File: src/rtl/noc_route_pkg.sv
// rtl/noc_route_pkg.sv - shared FSM state type, counter width and route function for noc_route_node
package noc_route_pkg;

    localparam int CNT_W      = 16;
    localparam int MAX_ADDR_W = 16;
    localparam int MAX_SEL_W  = 3;

    typedef enum logic [1:0] {
        IDLE = 2'd0,
        SEL  = 2'd1,
        DATA = 2'd2
    } state_e;

    // Leaf nodes keep matching traffic local (port 0) and send the rest up the
    // tree on the last port; tree nodes take the SEL_W address bits that sit
    // immediately below the masked prefix.
    function automatic logic [MAX_SEL_W-1:0] route_port(
        input logic [MAX_ADDR_W-1:0] addr,
        input logic [MAX_ADDR_W-1:0] mask,
        input logic [MAX_ADDR_W-1:0] node_addr,
        input logic                  leaf,
        input int                    addr_w,
        input int                    sel_w,
        input int                    num_out
    );
        logic [MAX_ADDR_W-1:0] shifted;
        logic [MAX_SEL_W-1:0]  port;
        int                    prefix_len;
        prefix_len = $countones(mask);
        shifted    = '0;
        if (leaf) begin
            if ((addr & mask) == node_addr) begin
                port = '0;
            end else begin
                port = MAX_SEL_W'(num_out - 1);
            end
        end else begin
            shifted = addr >> (addr_w - prefix_len - sel_w);
            port    = MAX_SEL_W'(shifted & MAX_ADDR_W'((1 << sel_w) - 1));
        end
        return port;
    endfunction

endpackage

File: src/rtl/noc_route_fifo.sv
// rtl/noc_route_fifo.sv - input flit FIFO with power-of-two depth and wrapping pointers
module noc_route_fifo #(
    parameter int DATA_W     = 9,
    parameter int FIFO_DEPTH = 2,
    parameter int PTR_W      = $clog2(FIFO_DEPTH),
    parameter int CNT_W      = $clog2(FIFO_DEPTH + 1)
) (
    input  logic              clk_i,
    input  logic              rst_i,
    input  logic              push_i,
    input  logic [DATA_W-1:0] wdata_i,
    input  logic              pop_i,
    output logic [DATA_W-1:0] rdata_o,
    output logic              full_o,
    output logic              empty_o,
    output logic [CNT_W-1:0]  count_o
);

    logic [DATA_W-1:0] mem_q [FIFO_DEPTH];
    logic [PTR_W-1:0]  wr_ptr_q;
    logic [PTR_W-1:0]  rd_ptr_q;
    logic [CNT_W-1:0]  count_q;

    // Storage array; contents are don't-care while empty so no reset is needed.
    always_ff @(posedge clk_i) begin
        if (push_i) begin
            mem_q[wr_ptr_q] <= wdata_i;
        end
    end

    // Pointers wrap naturally at the power-of-two depth; push+pop keeps count.
    always_ff @(posedge clk_i) begin
        if (rst_i) begin
            wr_ptr_q <= '0;
            rd_ptr_q <= '0;
            count_q  <= '0;
        end else begin
            if (push_i) begin
                wr_ptr_q <= wr_ptr_q + PTR_W'(1);
            end
            if (pop_i) begin
                rd_ptr_q <= rd_ptr_q + PTR_W'(1);
            end
            if (push_i && !pop_i) begin
                count_q <= count_q + CNT_W'(1);
            end else if (pop_i && !push_i) begin
                count_q <= count_q - CNT_W'(1);
            end
        end
    end

    assign rdata_o = mem_q[rd_ptr_q];
    assign full_o  = (count_q == CNT_W'(FIFO_DEPTH));
    assign empty_o = (count_q == '0);
    assign count_o = count_q;

endmodule

File: src/rtl/noc_route_node.sv
// rtl/noc_route_node.sv - NoC route node: input FIFO, route latch, select-before-data handshake (optional NOC_ROUTE_CNT_EN per-port counters)
module noc_route_node
    import noc_route_pkg::*;
#(
    parameter int              DATA_W     = 9,
    parameter int              ADDR_LSB   = 5,
    parameter int              ADDR_W     = 4,
    parameter int              NUM_OUT    = 2,
    parameter int              SEL_W      = $clog2(NUM_OUT),
    parameter int              FIFO_DEPTH = 2,
    parameter int              LEAF       = 1,
    parameter logic [ADDR_W-1:0] NODE_ADDR = 4'b1000,
    parameter logic [ADDR_W-1:0] NODE_MASK = 4'b1110
) (
    input  logic                     CLK,
    input  logic                     _RESET,
    input  logic                     in_valid,
    output logic                     in_ready,
    input  logic [DATA_W-1:0]        in_data,
    output logic                     sel_valid,
    input  logic                     sel_ready,
    output logic [SEL_W-1:0]         sel_data,
    output logic [NUM_OUT-1:0]       out_valid,
    input  logic [NUM_OUT-1:0]       out_ready,
`ifdef NOC_ROUTE_CNT_EN
    output logic [NUM_OUT*CNT_W-1:0] route_cnt,
`endif
    output logic [DATA_W-1:0]        out_data
);

    localparam int PREFIX_LEN = $countones(NODE_MASK);
    localparam int FCNT_W     = $clog2(FIFO_DEPTH + 1);

    if (SEL_W != $clog2(NUM_OUT)) begin : g_bad_sel_w
        $error("SEL_W is derived from NUM_OUT and must not be overridden");
    end
    if (NUM_OUT < 2 || NUM_OUT > 8 || (NUM_OUT & (NUM_OUT - 1)) != 0) begin : g_bad_num_out
        $error("NUM_OUT must be a power of two between 2 and 8");
    end
    if (FIFO_DEPTH < 2 || (FIFO_DEPTH & (FIFO_DEPTH - 1)) != 0) begin : g_bad_depth
        $error("FIFO_DEPTH must be a power of two, at least 2");
    end
    if (ADDR_W > MAX_ADDR_W || ADDR_LSB + ADDR_W > DATA_W) begin : g_bad_addr
        $error("address field does not fit the flit or the route function");
    end
    if (LEAF == 0 && PREFIX_LEN + SEL_W > ADDR_W) begin : g_bad_tree
        $error("tree mode needs SEL_W address bits below the masked prefix");
    end

    state_e              state_q, state_d;
    logic [DATA_W-1:0]   hold_q, hold_d;
    logic [SEL_W-1:0]    port_q, port_d;

    logic                fifo_push;
    logic                fifo_pop;
    logic [DATA_W-1:0]   fifo_rdata;
    logic                fifo_full;
    logic                fifo_empty;
    logic [FCNT_W-1:0]   fifo_count;
    logic                out_fire;

    assign in_ready  = !_RESET && (fifo_count < FCNT_W'(FIFO_DEPTH));
    assign fifo_push = in_valid && !fifo_full && !_RESET;
    assign out_fire  = (state_q == DATA) && out_ready[port_q];

    noc_route_fifo #(
        .DATA_W     (DATA_W),
        .FIFO_DEPTH (FIFO_DEPTH)
    ) u_fifo (
        .clk_i   (CLK),
        .rst_i   (_RESET),
        .push_i  (fifo_push),
        .wdata_i (in_data),
        .pop_i   (fifo_pop),
        .rdata_o (fifo_rdata),
        .full_o  (fifo_full),
        .empty_o (fifo_empty),
        .count_o (fifo_count)
    );

    // Next state: load the FIFO head and its route whenever a slot frees up.
    always_comb begin
        state_d   = state_q;
        hold_d    = hold_q;
        port_d    = port_q;
        fifo_pop  = 1'b0;
        sel_valid = 1'b0;
        sel_data  = '0;
        out_valid = '0;
        out_data  = '0;
        case (state_q)
            IDLE: begin
                if (!fifo_empty) begin
                    fifo_pop = 1'b1;
                    hold_d   = fifo_rdata;
                    port_d   = SEL_W'(route_port(MAX_ADDR_W'(fifo_rdata[ADDR_LSB +: ADDR_W]),
                                                 MAX_ADDR_W'(NODE_MASK), MAX_ADDR_W'(NODE_ADDR),
                                                 LEAF != 0, ADDR_W, SEL_W, NUM_OUT));
                    state_d  = SEL;
                end
            end
            SEL: begin
                sel_valid = 1'b1;
                sel_data  = port_q;
                if (sel_ready) begin
                    state_d = DATA;
                end
            end
            DATA: begin
                out_valid[port_q] = 1'b1;
                out_data          = hold_q;
                if (out_ready[port_q]) begin
                    if (!fifo_empty) begin
                        fifo_pop = 1'b1;
                        hold_d   = fifo_rdata;
                        port_d   = SEL_W'(route_port(MAX_ADDR_W'(fifo_rdata[ADDR_LSB +: ADDR_W]),
                                                     MAX_ADDR_W'(NODE_MASK), MAX_ADDR_W'(NODE_ADDR),
                                                     LEAF != 0, ADDR_W, SEL_W, NUM_OUT));
                        state_d  = SEL;
                    end else begin
                        state_d = IDLE;
                    end
                end
            end
            default: state_d = IDLE;
        endcase
    end

    // State, held flit and latched route; reset drops the flit in flight.
    always_ff @(posedge CLK) begin
        if (_RESET) begin
            state_q <= IDLE;
            hold_q  <= '0;
            port_q  <= '0;
        end else begin
            state_q <= state_d;
            hold_q  <= hold_d;
            port_q  <= port_d;
        end
    end

`ifdef NOC_ROUTE_CNT_EN
    for (genvar p = 0; p < NUM_OUT; p++) begin : g_cnt
        logic [CNT_W-1:0] cnt_q;
        // Saturating count of completed data transfers to this port.
        always_ff @(posedge CLK) begin
            if (_RESET) begin
                cnt_q <= '0;
            end else if (out_fire && port_q == SEL_W'(p) && cnt_q != {CNT_W{1'b1}}) begin
                cnt_q <= cnt_q + CNT_W'(1);
            end
        end
        assign route_cnt[p*CNT_W +: CNT_W] = cnt_q;
    end
`endif

endmodule

File: config.mk
export PLATFORM = sky130hd
export DESIGN_NAME = noc_route_node
export DESIGN_NICKNAME = d
export VERILOG_FILES = /design/src/rtl/noc_route_pkg.sv /design/src/rtl/noc_route_fifo.sv /design/src/rtl/noc_route_node.sv
export SDC_FILE = /design/constraint.sdc
export NUM_CORES = 1
export LEC_CHECK = 0
export CAP_MARGIN = 15
export CORE_ASPECT_RATIO = 0.9
export CORE_MARGIN = 10
export CORE_UTILIZATION = 51
export DETAILED_ROUTE_END_ITERATION = 8
export GPL_TIMING_DRIVEN = 0
export PLACE_DENSITY = 0.78
export SYNTH_ARGS = -nofsm -noshare
export SYNTH_HDL_FRONTEND = slang
export SYNTH_HIERARCHICAL = 1
export SYNTH_SLANG_ARGS = --single-unit
File: constraint.sdc
create_clock -name CLK -period 2.2 [get_ports CLK]
set_clock_uncertainty 0.1 [all_clocks]
set_input_delay 0.44 -clock CLK [delete_from_list [all_inputs] [get_ports CLK]]
set_output_delay 0.44 -clock CLK [all_outputs]
set_load 0.05 [all_outputs]
==> flow_summary_export.csv, run 1 <==
group,metric,value,unit
job,max-cap-violations,0,
pwr,cellLeakagePower,0.000771,uW
drt,met2RoutedLength,1670,um
cells_and_area,antennaDiodeCount,0,
critical_path,critPathMaxFanout,5,
grt,grt_overflow,0,
clock_network,clock_sink_count,35,
clock_network,count_of_buffers_added_by_post_cts_timing_repair_for_setup,0,
pwr,vdd.ir_drop.worst,0.596,mV
clock_network,cts.path.max_buffers,2,
cells_and_area,drive_above_1_share,0.268,
die,die_width,79.6,um
drt,drt_iter0_markers,112,
clock_network,clkLatencyLatePin,340,ps
sta,fin_hold_ws,425,ps
critical_path,critical_path_required,1660,ps
grt,grt_antenna_before_repair,0,
synthesis,synthDistinctLibCells,33,
die,floorplan.rows,19,
cells_and_area,area_of_combinational_cells_with_multiple_inputs,686,um2
grt,grt_pass1_wl,5970,um
synthesis,ys.warnings.count,6,
clock_network,clock_tree_from_tritoncts,"built",
place,hpwl,2520,um
synthesis,seq_area_frac_synth,0.540,
sta,post-route-min-period,2110,ps
synthesis,post_synth_instance_area,1630,um2
die,core,3070,um2
critical_path,timing.reg2reg.worst_path_depth,8,
drt,top_routing_layer_in_use,"met4",
grt,total_routing_usage_reported_by_global_routing,0.127,
place,buffer_ports.inserted,28,
sta,final-max-slew-violation-count,0,
critical_path,worst-setup-path-type,"reg2out",
sta,maxClockFrequency,473,MHz
critical_path,crit_path_start_kind,"register",
critical_path,capturing_element_type_of_the_critical_path,"output port",
clock_network,path_clk_slew,110,ps
cells_and_area,layout-area-overhead-vs-synth,22.3,%
sta,grt_setup_unrepaired,"no",
cells_and_area,final_core_util,0.650,
clock_network,root_buffer,"sky130_fd_sc_hd__clkbuf_4",
drt,drt.antenna.violating_nets,0,
synthesis,postSynthCellCount,147,
place,finalWeightedCongestion,0.854,
drt,route.layer.met1.wl,1580,um
drt,routed_via_density,5.49,
synthesis,syn_nets,163,
drt,wl_met3,249,um
grt,maximum_number_of_pins_on_one_net_before_global_route_repair,12,
min_path,min-delay-path-class,"reg2reg",
synthesis,synthesis.area_per_instance,11.1,um2
run_status,run_status,"finished, final reports clean",
clock_network,cts-buffers-inserted,5,
min_path,min_path_cells,2,
pwr,power.density_cell_area,1010,nW/um2
drt,1st_pass_router_iterations,4,
critical_path,crit_path_top_delay_cell,"sky130_fd_sc_hd__dlygate4sd2_1",
clock_network,cts-htree-levels,2,
die,die_y,73.6,um
sta,final-hold-violation-count,0,
sta,worst_case_headroom_to_the_max_slew_limit,0.621,
cells_and_area,fillerInstances,259,
synthesis,synth_enable_flop_cells,18,
synthesis,synth_ff_type,"sky130_fd_sc_hd__edfxtp_1",
sta,setup_viol_count_final,0,
drt,vias,1236,
die,floorplan_die_area,5860,um2
synthesis,yosys_register_bits,35,
die,start_util,0.532,
die,pin_count,29,
grt,number_of_global_route_vias_before_repair,1272,
drt,route.detailed.drc,0,
sta,timing_worst_slew_pin_value,554,ps
critical_path,critical-path-max-stage-delay,530,ps
critical_path,cp_cell_sequence,"and2b_1 > nor2b_1 > dlygate4sd2_1",
critical_path,cp.arrival,1570,ps
sta,finalCritPeriodShare,0.961,
synthesis,async_flop_share,0,
drt,drt-wirelength-per-cell,15.7,um
cells_and_area,layout.area.seq,883,um2
drt,drt-total-wl,3540,um
cells_and_area,final_net_count,198,
==> kinds of logic after synthesis <==
group / count (synthesis) / synth area share
compound gates: 26 / 0.137
fa+ha+maj: 1 / 0.00767
buf+inv: 20 / 0.0591
simple gates: 50 / 0.160
mux: 11 / 0.0752
xor+xnor: 4 / 0.0215
flops: 35 / 0.540
==> flip-flops by register name (all words and copies together), names as in the netlist, named ones only <==
name and flops:
u_fifo/mem_q 18, state_q 2, u_fifo/rd_ptr_q 1, port_q 1, u_fifo/wr_ptr_q 1, u_fifo/count_o 2, hold_q 9
==> placed cells by master (no fill, tap or decap), types with 2 or more instances in the layout <==
cell | Yosys | layout
sky130_fd_sc_hd__edfxtp_1 | 18 | 18
sky130_fd_sc_hd__dfxtp_1 | 17 | 15
sky130_fd_sc_hd__buf_2 | 2 | 13
sky130_fd_sc_hd__clkdlybuf4s50_1 | 0 | 13
sky130_fd_sc_hd__and2_1 | 12 | 12
sky130_fd_sc_hd__inv_1 | 10 | 10
sky130_fd_sc_hd__mux2_2 | 10 | 10
sky130_fd_sc_hd__nand2_1 | 10 | 10
sky130_fd_sc_hd__nor2_1 | 9 | 9
sky130_fd_sc_hd__a2111oi_0 | 9 | 9
sky130_fd_sc_hd__nor3_1 | 9 | 9
sky130_fd_sc_hd__clkbuf_4 | 0 | 6
sky130_fd_sc_hd__a311o_1 | 5 | 5
sky130_fd_sc_hd__a311o_2 | 4 | 4
sky130_fd_sc_hd__clkbuf_2 | 0 | 3
sky130_fd_sc_hd__clkbuf_1 | 4 | 3
sky130_fd_sc_hd__a21oi_1 | 4 | 3
sky130_fd_sc_hd__buf_6 | 2 | 2
sky130_fd_sc_hd__dlygate4sd2_1 | 0 | 2
sky130_fd_sc_hd__xnor2_1 | 2 | 2
sky130_fd_sc_hd__xor2_1 | 2 | 2
sky130_fd_sc_hd__dfxtp_2 | 0 | 2
==> metal layers <==
metal / global-route usage / vias to the layer above
li1: - / 604
met5: 0 / -
met2: 0.211 / 35
met1: 0.147 / 594
met4: 0.0378 / 0
met3: 0.0537 / 3
==> worst max-delay path: cells and delay by family (launching register included) <==
kind,cells,cell delay (ps)
flops,1,350
simple gates,2,350
buf+inv,1,530
==> stage by stage <==
step	instance area [um2]	TNS [ps]	instances	setup WS [ps]	total power (uW)
final	1990	0	225	86.7	2010
after floorplan	1630	0	147	150	1470
after global routing	1990	0	225	8.05	2140
after global placement	1970	-16340	217	-858	1640
after detailed placement	1970	-17810	217	-888	1680
after CTS	2050	0	225	1.01	2020
==> final cells by class <==
class                           instances  share of cell area
Sequential cell                        35               0.443
Tap cell                               42              0.0264
Timing Repair Buffer                   28               0.110
Clock buffer                            7              0.0226
Inverter                               11              0.0207
Clock inverter                          1             0.00251
Multi-Input combinational cell         92               0.344
Buffer                                  9              0.0308
==> power breakdown <==
part	switching [uW]	internal, uW	total (uW)
combinational	433	329	763
sequential	94.0	823	917
clock	202	124	327
total	730	1280	2010
==> Yosys cell counts (all sizes together) (5+ instances only) <==
cell type | instances | area [um2]
and2 | 12 | 75.1
nor2 | 9 | 33.8
mux2 | 10 | 113
dfxtp | 17 | 340
a2111oi | 9 | 78.8
inv | 10 | 37.5
a311o | 9 | 95.1
edfxtp | 18 | 541
buf | 5 | 40.0
nand2 | 10 | 37.5
nor3 | 9 | 45.0
==> repair_timing <==
| item | 4_1_cts | 5_1_grt |
|---|---|---|
| resized for setup | 52 | 23 |
| hold buffers | 0 | 0 |
| gates cloned | 0 | 0 |
| setup endpoints to repair | 34 | 12 |
==> path summary, 6_finish.rpt <==
check	slack [ps]	startpoint	endpoint
setup / recovery	90	state_q[0]	out_valid[0]
hold / removal	420	u_fifo/rd_ptr_q	u_fifo/rd_ptr_q
setup reg to reg	120	u_fifo/count_o[0]	u_fifo/count_o[1]
hold reg to reg	420	u_fifo/rd_ptr_q	u_fifo/rd_ptr_q
(Power assumes the default switching activity.)
==> run 2, diff against run 1 <==
--- a/config.mk
+++ b/config.mk
@@ -12,6 +12,7 @@
 export DETAILED_ROUTE_END_ITERATION = 8
 export GPL_TIMING_DRIVEN = 0
 export PLACE_DENSITY = 0.78
+export RECOVER_POWER = 100
 export SYNTH_ARGS = -nofsm -noshare
 export SYNTH_HDL_FRONTEND = slang
 export SYNTH_HIERARCHICAL = 1
==> run 2 against run 1 <==
  * Worst setup slack improved by 0.71 ps
  * First-iteration DRC count decreased by 16%
  * Total power decreased by 0.23%
  * Core utilization decreased by 0.20 points
  * Critical endpoint unchanged
  * Cell count unchanged
  * Largest cell class unchanged
  * Non-clock buffer count unchanged
  * Combinational power decreased by 0.7%
==> flow_summary_export.csv, run 2 (synthesis results as in run 1) <==
group,metric,value,unit
cells_and_area,registers.top_by_ff_count,"u_fifo/mem_q",
critical_path,cp.arrival,1570,ps
critical_path,worst-setup-path-type,"reg2out",
die,die_y,73.6,um
die,pin_count,29,
clock_network,cts-buffers-inserted,5,
die,start_util,0.532,
grt,grt_antenna_before_repair,0,
pwr,power,2000,uW
grt,number_of_global_route_vias_before_repair,1272,
cells_and_area,layout-area-overhead-vs-synth,21.9,%
min_path,min-delay-path-class,"reg2reg",
sta,finalCritPeriodShare,0.960,
critical_path,ff2ff_setup_slack,120,ps
critical_path,critical_path_required,1660,ps
clock_network,root_buffer,"sky130_fd_sc_hd__clkbuf_4",
run_status,run_status,"finished, final reports clean",
cells_and_area,flip_flop_count_of_the_largest_register_after_layout,18,
drt,drt.antenna.violating_nets,0,
place,buffer_ports.inserted,28,
grt,total_routing_usage_reported_by_global_routing,0.127,
sta,fin_hold_ws,427,ps
drt,route.detailed.drc,0,
cells_and_area,reg.largest.list,"u_fifo/mem_q: 18 flops, hold_q: 9 flops",
critical_path,critPathMaxFanout,5,
cells_and_area,drive_above_1_share,0.262,
clock_network,clock_sink_count,35,
job,max-cap-violations,0,
cells_and_area,antennaDiodeCount,0,
cells_and_area,final_net_count,198,
pwr,vdd.ir_drop.worst,0.592,mV
clock_network,clkLatencyLatePin,340,ps
critical_path,capturing_element_type_of_the_critical_path,"output port",
drt,drt_iter0_markers,94,
sta,timing_worst_slew_pin_value,658,ps
clock_network,cts_hold_buf,0,
drt,drt-wirelength-per-cell,15.8,um
drt,vias,1254,
clock_network,cts-htree-levels,2,
place,finalWeightedCongestion,0.854,
grt,grt_overflow,0,
drt,routed_via_density,5.57,
critical_path,reg2reg_launch_point,"u_fifo/count_o[0]",
place,hpwl,2520,um
cells_and_area,fillerInstances,258,
clock_network,path_clk_slew,110,ps
sta,maxClockFrequency,473,MHz
grt,maximum_number_of_pins_on_one_net_before_global_route_repair,12,
cells_and_area,layout.area.seq,883,um2
grt,grt_pass1_wl,5970,um
pwr,cellLeakagePower,0.000757,uW
sta,worst_case_headroom_to_the_max_slew_limit,0.561,
clock_network,cts.path.max_buffers,2,
sta,final-max-slew-violation-count,0,
clock_network,clock_tree_from_tritoncts,"built",
die,core,3070,um2
cells_and_area,layout.cells.most_common_list,"sky130_fd_sc_hd__edfxtp_1 (18), sky130_fd_sc_hd__dfxtp_1 (15), sky130_fd_sc_hd__clkbuf_2 (13)",
sta,setup_viol_count_final,0,
critical_path,critPathCapture,"out_valid[0]",
critical_path,crit-reg2reg-capture,"u_fifo/count_o[1]",
sta,final-hold-violation-count,0,
cells_and_area,most_common_cell_after_layout_fill_and_taps_aside,"sky130_fd_sc_hd__edfxtp_1",
pwr,power.density_cell_area,1010,nW/um2
critical_path,crit_path_start_kind,"register",
die,floorplan_die_area,5860,um2
drt,drt-total-wl,3550,um
cells_and_area,area_of_combinational_cells_with_multiple_inputs,681,um2
die,floorplan.rows,19,
die,die_width,79.6,um
sta,grt_setup_unrepaired,"no",
sta,post-route-min-period,2110,ps
critical_path,crit_path_start,"state_q[0]",
critical_path,timing.reg2reg.worst_path_depth,8,
drt,1st_pass_router_iterations,4,
## run 2: cell count changes in the layout (fill, tap and decap cells not counted)
| cell | change |
|---|---|
| sky130_fd_sc_hd__buf_2 | -11 |
| sky130_fd_sc_hd__clkbuf_2 | +10 |
| sky130_fd_sc_hd__clkdlybuf4s50_1 | -9 |
| sky130_fd_sc_hd__dlygate4sd3_1 | +9 |
| sky130_fd_sc_hd__and2_0 | +2 |
| sky130_fd_sc_hd__and2_1 | -2 |
| sky130_fd_sc_hd__clkbuf_1 | +1 |
| sky130_fd_sc_hd__nor2b_2 | +1 |
| sky130_fd_sc_hd__nor2b_4 | -1 |
## run 2: metal layers
layer | vias to the layer above | track usage | part of all wire
li1 | 607 | - | -
met1 | 609 | 0.147 | 0.45
met2 | 35 | 0.211 | 0.47
met3 | 3 | 0.0537 | 0.069
met4 | 0 | 0.0378 | 0.0093
met5 | - | 0 | 0
## run 2: report_power, final
group          switching [uW]  internal, uW
clock network             202           124
logic                     434           324
registers                94.9           823
total                     731          1270
## run 2: timing repair
| action | in CTS | in global routing |
|---|---|---|
| endpoints found under the hold margin | 0 | 0 |
| buffers inserted | 0 | 0 |
| resized for setup | 52 | 23 |
| setup endpoints to repair | 34 | 12 |
## run 2: how the worst min path moves through the flow
stage / from / end / slack, ps / cells past startpoint
3_3_place_gp: u_fifo/count_o[1] / u_fifo/count_o[1] / 390 / 2
4_1_cts: hold_q[3] / hold_q[3] / 430 / 1
6_report: hold_q[3] / hold_q[3] / 430 / 1
5_1_grt: u_fifo/rd_ptr_q / u_fifo/rd_ptr_q / 450 / 2
2_1_floorplan: u_fifo/count_o[1] / u_fifo/count_o[1] / 370 / 2
3_5_place_dp: hold_q[3] / hold_q[3] / 400 / 1
## run 2: layout make-up
type	count	area share
Buffer	9	0.0302
Clock buffer	7	0.0227
Clock inverter	1	0.00252
Inverter	11	0.0208
Multi-Input combinational cell	92	0.343
Sequential cell	35	0.445
Tap cell	42	0.0264
Timing Repair Buffer	28	0.110
## run 2: per-stage QoR
stage	std cells	worst slack (ps)	util	area (um2)	TNS [ps]
floorplan	147	150	-	1630	0
global placement	217	-858	0.641	1970	-16340
detailed placement	217	-888	0.641	1970	-17810
CTS	225	1.01	0.668	2050	0
global route	225	7.96	0.648	1990	0
finish	225	87.4	0.648	1990	0
## run 2: worst max-delay path: stages, from the launching register on
cell	delay, ps
sky130_fd_sc_hd__dfxtp_1	350
sky130_fd_sc_hd__and2b_1	230
sky130_fd_sc_hd__nor2b_1	120
sky130_fd_sc_hd__dlygate4sd2_1	530
